### src/rtl/kudu_pkg.sv
// Shared types for the kudu branch replay block: the recorded branch
// record and the replay controller state.
package kudu_pkg;

    typedef struct packed {
        logic [31:0] pc;
        logic [31:0] target;
        logic        taken;
    } branch_rec_t;

    typedef enum logic [1:0] {
        ST_IDLE = 2'd0,
        ST_RUN  = 2'd1,
        ST_ERR  = 2'd2
    } replay_state_e;

endpackage

### src/rtl/kudu_branch_rec_fifo.sv
// Circular record buffer with one write port and two read ports
// (head and head+1); the consumer pops 0, 1 or 2 entries per cycle.
module kudu_branch_rec_fifo
    import kudu_pkg::*;
#(
    parameter int DEPTH = 16
) (
    input  logic                       clk_i,
    input  logic                       rst_ni,
    input  logic                       flush_i,
    input  logic                       push_i,
    input  branch_rec_t                push_rec_i,
    input  logic [1:0]                 pop_cnt_i,
    output branch_rec_t                head_rec_o,
    output branch_rec_t                next_rec_o,
    output logic [$clog2(DEPTH):0]     level_o,
    output logic                       ready_o
);

    localparam int AW = $clog2(DEPTH);
    localparam int LW = AW + 1;

    branch_rec_t mem [DEPTH];
    logic [AW-1:0] wr_ptr;
    logic [AW-1:0] rd_ptr;
    logic [LW-1:0] level;
    logic          wr_en;

    // No bypass: a full buffer refuses the load even if entries pop this cycle.
    assign ready_o = (level < LW'(DEPTH));
    assign wr_en   = push_i & ready_o & ~flush_i;

    // Storage is never reset; only entries counted by level are ever read.
    always_ff @(posedge clk_i) begin
        if (wr_en) begin
            mem[wr_ptr] <= push_rec_i;
        end
    end

    always_ff @(posedge clk_i or negedge rst_ni) begin
        if (!rst_ni) begin
            wr_ptr <= '0;
            rd_ptr <= '0;
            level  <= '0;
        end else if (flush_i) begin
            wr_ptr <= '0;
            rd_ptr <= '0;
            level  <= '0;
        end else begin
            wr_ptr <= wr_ptr + AW'(wr_en);
            rd_ptr <= rd_ptr + AW'(pop_cnt_i);
            level  <= level + LW'(wr_en) - LW'(pop_cnt_i);
        end
    end

    assign head_rec_o = mem[rd_ptr];
    assign next_rec_o = mem[rd_ptr + AW'(1)];
    assign level_o    = level;

endmodule

### src/rtl/kudu_branch_replay.sv
// Branch replay unit: streams previously recorded branch outcomes back to
// two issue lanes, flagging PC mismatches and running out of records.
module kudu_branch_replay
    import kudu_pkg::*;
#(
    parameter int DEPTH = 16,
    parameter int CNT_W = 16
) (
    input  logic                   clk_i,
    input  logic                   rst_ni,
    input  logic                   start_stop_i,
    input  logic                   flush_i,
    input  logic                   ld_valid_i,
    output logic                   ld_ready_o,
    input  logic [31:0]            ld_pc_i,
    input  logic [31:0]            ld_target_i,
    input  logic                   ld_taken_i,
    input  logic [1:0]             req_i,
    input  logic [1:0][31:0]       req_pc_i,
    output logic [1:0]             rsp_valid_o,
    output logic [1:0]             rsp_taken_o,
    output logic [1:0]             rsp_mismatch_o,
    output logic [1:0][31:0]       rsp_target_o,
    output logic                   underflow_o,
    output logic                   replay_en_o,
    output logic [$clog2(DEPTH):0] level_o,
    output logic [CNT_W-1:0]       rec_cnt_o
);

    localparam int LW = $clog2(DEPTH) + 1;

    replay_state_e state, state_nxt;
    branch_rec_t   ld_rec, head_rec, next_rec, lane1_rec;
    logic [LW-1:0] level;
    logic [1:0]    pop_cnt;
    logic          serve0, serve1, uf;
    logic [CNT_W:0] cnt_sum;

    assign ld_rec = '{pc: ld_pc_i, target: ld_target_i, taken: ld_taken_i};

    kudu_branch_rec_fifo #(
        .DEPTH(DEPTH)
    ) u_fifo (
        .clk_i      (clk_i),
        .rst_ni     (rst_ni),
        .flush_i    (flush_i),
        .push_i     (ld_valid_i),
        .push_rec_i (ld_rec),
        .pop_cnt_i  (pop_cnt),
        .head_rec_o (head_rec),
        .next_rec_o (next_rec),
        .level_o    (level),
        .ready_o    (ld_ready_o)
    );

    always_ff @(posedge clk_i or negedge rst_ni) begin
        if (!rst_ni) begin
            state <= ST_IDLE;
        end else begin
            state <= state_nxt;
        end
    end

    // Lane 1 takes the record behind lane 0 when both lanes issue; a lane
    // without a record stops serving there and raises the underflow.
    always_comb begin
        serve0    = 1'b0;
        serve1    = 1'b0;
        uf        = 1'b0;
        lane1_rec = req_i[0] ? next_rec : head_rec;
        if (state == ST_RUN && !flush_i) begin
            if (req_i[0]) begin
                if (level != '0) serve0 = 1'b1;
                else             uf     = 1'b1;
            end
            if (req_i[1]) begin
                if (req_i[0]) begin
                    if (level >= LW'(2)) serve1 = 1'b1;
                    else                 uf     = 1'b1;
                end else begin
                    if (level != '0) serve1 = 1'b1;
                    else             uf     = 1'b1;
                end
            end
        end
    end

    assign pop_cnt = {serve0 & serve1, serve0 ^ serve1};
    assign cnt_sum = {1'b0, rec_cnt_o} + (CNT_W+1)'(pop_cnt);

    // Underflow outranks a coincident start/stop pulse.
    always_comb begin
        state_nxt = state;
        case (state)
            ST_IDLE: if (start_stop_i) state_nxt = ST_RUN;
            ST_RUN: begin
                if (uf)                state_nxt = ST_ERR;
                else if (start_stop_i) state_nxt = ST_IDLE;
            end
            ST_ERR:  if (start_stop_i) state_nxt = ST_IDLE;
            default: state_nxt = ST_IDLE;
        endcase
    end

    always_ff @(posedge clk_i or negedge rst_ni) begin
        if (!rst_ni) begin
            rec_cnt_o   <= '0;
            underflow_o <= 1'b0;
        end else begin
            if (state == ST_IDLE && start_stop_i) begin
                rec_cnt_o <= '0;
            end else if (cnt_sum[CNT_W]) begin
                rec_cnt_o <= '1;
            end else begin
                rec_cnt_o <= cnt_sum[CNT_W-1:0];
            end
            if (uf) begin
                underflow_o <= 1'b1;
            end else if (state == ST_ERR && start_stop_i) begin
                underflow_o <= 1'b0;
            end
        end
    end

    always_ff @(posedge clk_i or negedge rst_ni) begin
        if (!rst_ni) begin
            rsp_valid_o    <= '0;
            rsp_taken_o    <= '0;
            rsp_mismatch_o <= '0;
            rsp_target_o   <= '0;
        end else begin
            rsp_valid_o       <= {serve1, serve0};
            rsp_taken_o[0]    <= serve0 & head_rec.taken;
            rsp_taken_o[1]    <= serve1 & lane1_rec.taken;
            rsp_mismatch_o[0] <= serve0 & (head_rec.pc != req_pc_i[0]);
            rsp_mismatch_o[1] <= serve1 & (lane1_rec.pc != req_pc_i[1]);
            rsp_target_o[0]   <= serve0 ? head_rec.target : 32'h0;
            rsp_target_o[1]   <= serve1 ? lane1_rec.target : 32'h0;
        end
    end

    assign replay_en_o = (state == ST_RUN);
    assign level_o     = level;

endmodule

### config.mk
export PLATFORM = sky130hd
export DESIGN_NAME = kudu_branch_replay
export DESIGN_NICKNAME = d
export VERILOG_FILES = /design/src/rtl/kudu_pkg.sv /design/src/rtl/kudu_branch_rec_fifo.sv /design/src/rtl/kudu_branch_replay.sv
export SDC_FILE = /design/constraint.sdc
export NUM_CORES = 2
export LEC_CHECK = 0
export CORE_UTILIZATION = 61
export CTS_CLUSTER_SIZE = 24
export DETAILED_ROUTE_END_ITERATION = 7
export PLACE_DENSITY = 0.78
export SLEW_MARGIN = 20
export SYNTH_ARGS = -nofsm -noshare
export SYNTH_HDL_FRONTEND = slang
export SYNTH_HIERARCHICAL = 1
export SYNTH_SLANG_ARGS = --single-unit
### constraint.sdc
create_clock -name clk_i -period 7.35 [get_ports clk_i]
set_input_delay 1.8375 -clock clk_i [delete_from_list [all_inputs] [get_ports clk_i]]
set_output_delay 1.8375 -clock clk_i [all_outputs]
set_load 0.1 [all_outputs]
==> qor.txt <==
SETUP PATH
---------------------------------------------------------------------------------
Startpoint type of the worst setup path ............................   input port
Cell with the largest stage delay on the worst path ................ clkdlybuf4s50_1
Endpoint kind of the worst setup timing path .......................    flip-flop
Data arrival, critical path ........................................      5.73 ns
CP max FO ..........................................................           36
Critical path startpoint ...........................................      flush_i
Delay of the slowest critical-path stage ...........................      0.68 ns
Required time of the critical path .................................      7.95 ns
Top Family by Delay on Critical Path ............................... simple AND/OR/NAND/NOR gates
Crit Reg-Reg Startpoint ............................................ u_fifo/rd_ptr[1]$_DFF_PN0_
Worst Setup Path Type ..............................................    in -> reg
Number of buffer and inverter stages on the critical path ..........            3
Critical-path cell list ............................................ clkdlybuf4s50_1 > and2b_1 > nand2_1 > a21oi_4 > buf_4 > ha_1 > inv_1 > fa_1 > nand2b_2 > nor4b_4 > nand3_4 > a21oi_1

DIE
---------------------------------------------------------------------------------
Number of placement rows ...........................................          107
Ports placed on the boundary .......................................          230
Die span in x ......................................................     295.7 um
Vertical die dimension .............................................     295.7 um
Core Box Area ......................................................    85280 um2
Effective utilization at floorplan .................................       61.70%
Area of the die ....................................................    87440 um2

GLOBAL ROUTE
---------------------------------------------------------------------------------
Wire length of the first global-routing pass .......................    209800 um
Maximum number of pins on one net before global-route repair .......          161
Initial antenna violation count ....................................            7
Vias in the first global route .....................................        32043
Global route total overflow ........................................            0
Overall fraction of global-route tracks in use .....................       33.25%

FINAL LAYOUT
---------------------------------------------------------------------------------
Most common cell after layout, fill and taps aside .................     edfxtp_1
Fraction of layout instances using a drive strength above 1 ........       21.54%
Post-route standard cell area excluding fillers ....................    59940 um2
Share of the core filled with cells ................................       70.29%
Area growth, synth to finish .......................................       13.92%
Final layout net count .............................................         3215
Commonest non-fill, non-tap cells in the layout .................... edfxtp_1 (1040), mux4_2 (390), mux2i_1 (326)

POWER
---------------------------------------------------------------------------------
Tot Pwr ............................................................     18.44 mW
Fraction of power consumed by sequential logic .....................        39.9%
Switching fraction of total power ..................................       29.04%
Total net switching power ..........................................     5.355 mW
Max VDD drop .......................................................  0.0003352 V
Clock network fraction of design power .............................        31.6%
Pwr Density ........................................................ 307.6 nW/um2
Combinational Power Share ..........................................        28.6%
Cell internal pwr ..................................................     13.08 mW
Static leakage .....................................................     18.93 nW

DETAILED ROUTING
---------------------------------------------------------------------------------
Via-per-instance ratio .............................................        7.356
Iteration-0 DRC Markers ............................................         4401
DRC violations left ................................................            0
Vias after detailed routing ........................................        31695
WL/cell ............................................................     33.18 um
Detailed-route wire length .........................................    143000 um
Router iterations before antenna repair ............................            6
Number of nets with antenna violations after routing ...............            0

CLOCK NETWORK
---------------------------------------------------------------------------------
Total CTS buffers ..................................................          116
Hold bufs inserted after CTS .......................................            0
CTS resizes ........................................................            0
Number of H-tree levels ............................................            3
Source-to-sink clock delay at the later pin of the worst-skew pair .      0.70 ns
Setup bufs post-CTS ................................................            0
Num Clock Sinks ....................................................         1142
CTS tree ...........................................................        built
Clock tree root buffer cell ........................................    clkbuf_16
CTS max path bufs ..................................................            3
Clock transition at path regs ......................................      0.06 ns

WORST HOLD PATH
---------------------------------------------------------------------------------
Hold_sp ............................................................ state[1]$_DFFE_PN0P_
Hold Path Class ....................................................   reg -> reg

PLACED DESIGN
---------------------------------------------------------------------------------
Port-buffer cells ..................................................          229
Worst Setup Slack post-DPL .........................................     1.521 ns
Detailed placer's ending HPWL ......................................     80270 um
GPL Wtd Cong .......................................................       0.8708
Instance area after placement ......................................    56160 um2

YOSYS
---------------------------------------------------------------------------------
Proportion of synthesized chip area in sequential cells ............       64.20%
Cell area after synthesis ..........................................    52620 um2
Xor and xnor area share after synthesis ............................       1.365%
Synth warnings .....................................................            6
Synthesized-area fraction occupied by ao, oa, aoi and oai cells ....       6.484%
Number of synthesized flops with an enable pin .....................         1040
Flip-flop cell with the highest count after synthesis ..............     edfxtp_1
Post-Synth Adder-Cell Area .........................................      0.4661%
Number of standard cells after synthesis ...........................         2861
Post-synthesis async set-or-reset flop share .......................       8.932%
Average cell area after synthesis ..................................    18.39 um2
Main combinational cell family by area after synthesis ............. multiplexers
Simple-gate share of the synthesized area ..........................       2.368%
Multiplexer share of the synthesized area ..........................       22.89%
Count of state elements after synthesis ............................         1142
Nets in the synthesized netlist ....................................         3014
Count of different cell masters after synthesis ....................           57

TIMING
---------------------------------------------------------------------------------
Clock skew after layout ............................................   0.02959 ns
Worst slew margin relative to its limit ............................       21.58%
Setup violators final ..............................................            0
RSZ-0062 raised after global routing ...............................        false
Final worst-path cycle share .......................................       69.89%
Shortest clock period the worst path allows after layout ...........     5.137 ns
Final total negative setup slack ...................................         0 ns
Final Hold Vio Count ...............................................            0
Worst Max-Slew Pin Slew ............................................     1.174 ns
Top achievable clock speed .........................................    194.7 MHz
Pins Over Slew Limit ...............................................            0
Smallest setup slack after layout ..................................     2.213 ns

FLOW RUN
---------------------------------------------------------------------------------
Number of maximum-capacitance violations ...........................            0

OUTCOME
---------------------------------------------------------------------------------
Status ............................................................. finished, final reports clean

logic make-up (layout without fill, tap and decap cells):
| group | count (synthesis) | count (layout) |
|---|---|---|
| compound gates | 423 | 423 |
| xor+xnor | 82 | 82 |
| fa+ha+maj | 18 | 18 |
| buf+inv | 235 | 535 |
| flops | 1142 | 1142 |
| mux | 716 | 716 |
| other cells | 0 | 4 |
| simple gates | 245 | 245 |
state kept, by name, summed over array words and instances, names as in the netlist:
register,flops
rsp_mismatch_o,2
rsp_target_o,64
underflow_o,1
rsp_taken_o,2
u_fifo/mem,1040
u_fifo/wr_ptr,4
u_fifo/level_o,5
u_fifo/rd_ptr,4
rec_cnt_o,16
state,2
rsp_valid_o,2
power by group through the flow:
stage / combinational, mW / clock (mW) / sequential, mW
floorplan: 3.75 / 0 / 7.86
global placement: 5.13 / 0 / 7.47
detailed placement: 5.23 / 0 / 7.48
CTS: 5.27 / 5.87 / 7.35
global route: 5.55 / 6.12 / 7.36
finish: 5.27 / 5.82 / 7.35
metrics by stage:
step                      hold slack [ns]  instances
after global routing               0.4987       4308
after global placement             0.4599       4087
after detailed placement           0.4753       4087
after CTS                          0.4837       4304
final                              0.4876       4309
after floorplan                    0.4426       2861
final cells by class:
class                      count  area (um2)
sequential                  1142       33790
clock buffer                 148        3127
antenna                        4       10.01
clock inverter                69       634.4
inverter                      20       76.32
timing repair buffer         298        3022
tap                         1144        1431
multi-input combinational   1484       17850
fill                        5148       25340
layer usage:
layer	track usage, %	up-vias	wire length (um)
met4	12.22	6	5002
li1	-	12559	-
met2	52.02	2328	67960
met5	0	-	36
met1	46.83	16422	51970
met3	6.888	380	18020
cell usage after synthesis (2+ instances only):
| cell | number | area [um2] |
|---|---|---|
| and2_1 | 35 | 219.0 |
| nand2b_1 | 4 | 25.02 |
| a21bo_2 | 2 | 20.02 |
| buf_1 | 8 | 30.03 |
| a31o_2 | 2 | 17.52 |
| nor2_1 | 57 | 214.0 |
| mux4_2 | 390 | 8783 |
| nor2b_1 | 10 | 62.56 |
| buf_4 | 22 | 165.2 |
| buf_2 | 93 | 465.5 |
| ha_1 | 14 | 175.2 |
| a21oi_1 | 9 | 45.04 |
| fa_1 | 3 | 60.06 |
| edfxtp_1 | 1040 | 31230 |
| xnor2_1 | 40 | 350.3 |
| clkbuf_1 | 79 | 296.5 |
| a221o_1 | 64 | 640.6 |
| nand4_1 | 18 | 112.6 |
| a21oi_2 | 10 | 87.58 |
| nor4_1 | 4 | 25.02 |
| nand2_1 | 76 | 285.3 |
| a22o_1 | 64 | 560.5 |
| a22oi_1 | 65 | 488.0 |
| buf_6 | 11 | 123.9 |
| mux2i_1 | 326 | 3263 |
| inv_1 | 19 | 71.32 |
| and3_1 | 2 | 12.51 |
| nand3b_1 | 5 | 37.54 |
| o21ai_0 | 68 | 340.3 |
| nor3b_1 | 3 | 22.52 |
| dfrtp_1 | 102 | 2552 |
| nor3_1 | 10 | 50.05 |
| a21o_1 | 2 | 15.01 |
| xor2_1 | 42 | 367.9 |
| a221oi_1 | 130 | 1139 |
| nand3_1 | 11 | 55.05 |
path summary, 6_finish.rpt:
kind / endpoint / slack [ns] / cells after the start
min: state[0]$_DFFE_PN0P_ / 0.49 / 1
max in group asynchronous: u_fifo/rd_ptr[0]$_DFF_PN0_ / 5.12 / 2
max: rec_cnt_o[2]$_DFF_PN0_ / 2.21 / 12
min reg2reg: state[0]$_DFFE_PN0P_ / 0.49 / 1
min in group asynchronous: rsp_target_o[7]$_DFF_PN0_ / 1.10 / 1
max reg2reg: rsp_mismatch_o[0]$_DFF_PN0_ / 2.48 / 10
(Power assumes the default switching activity.)
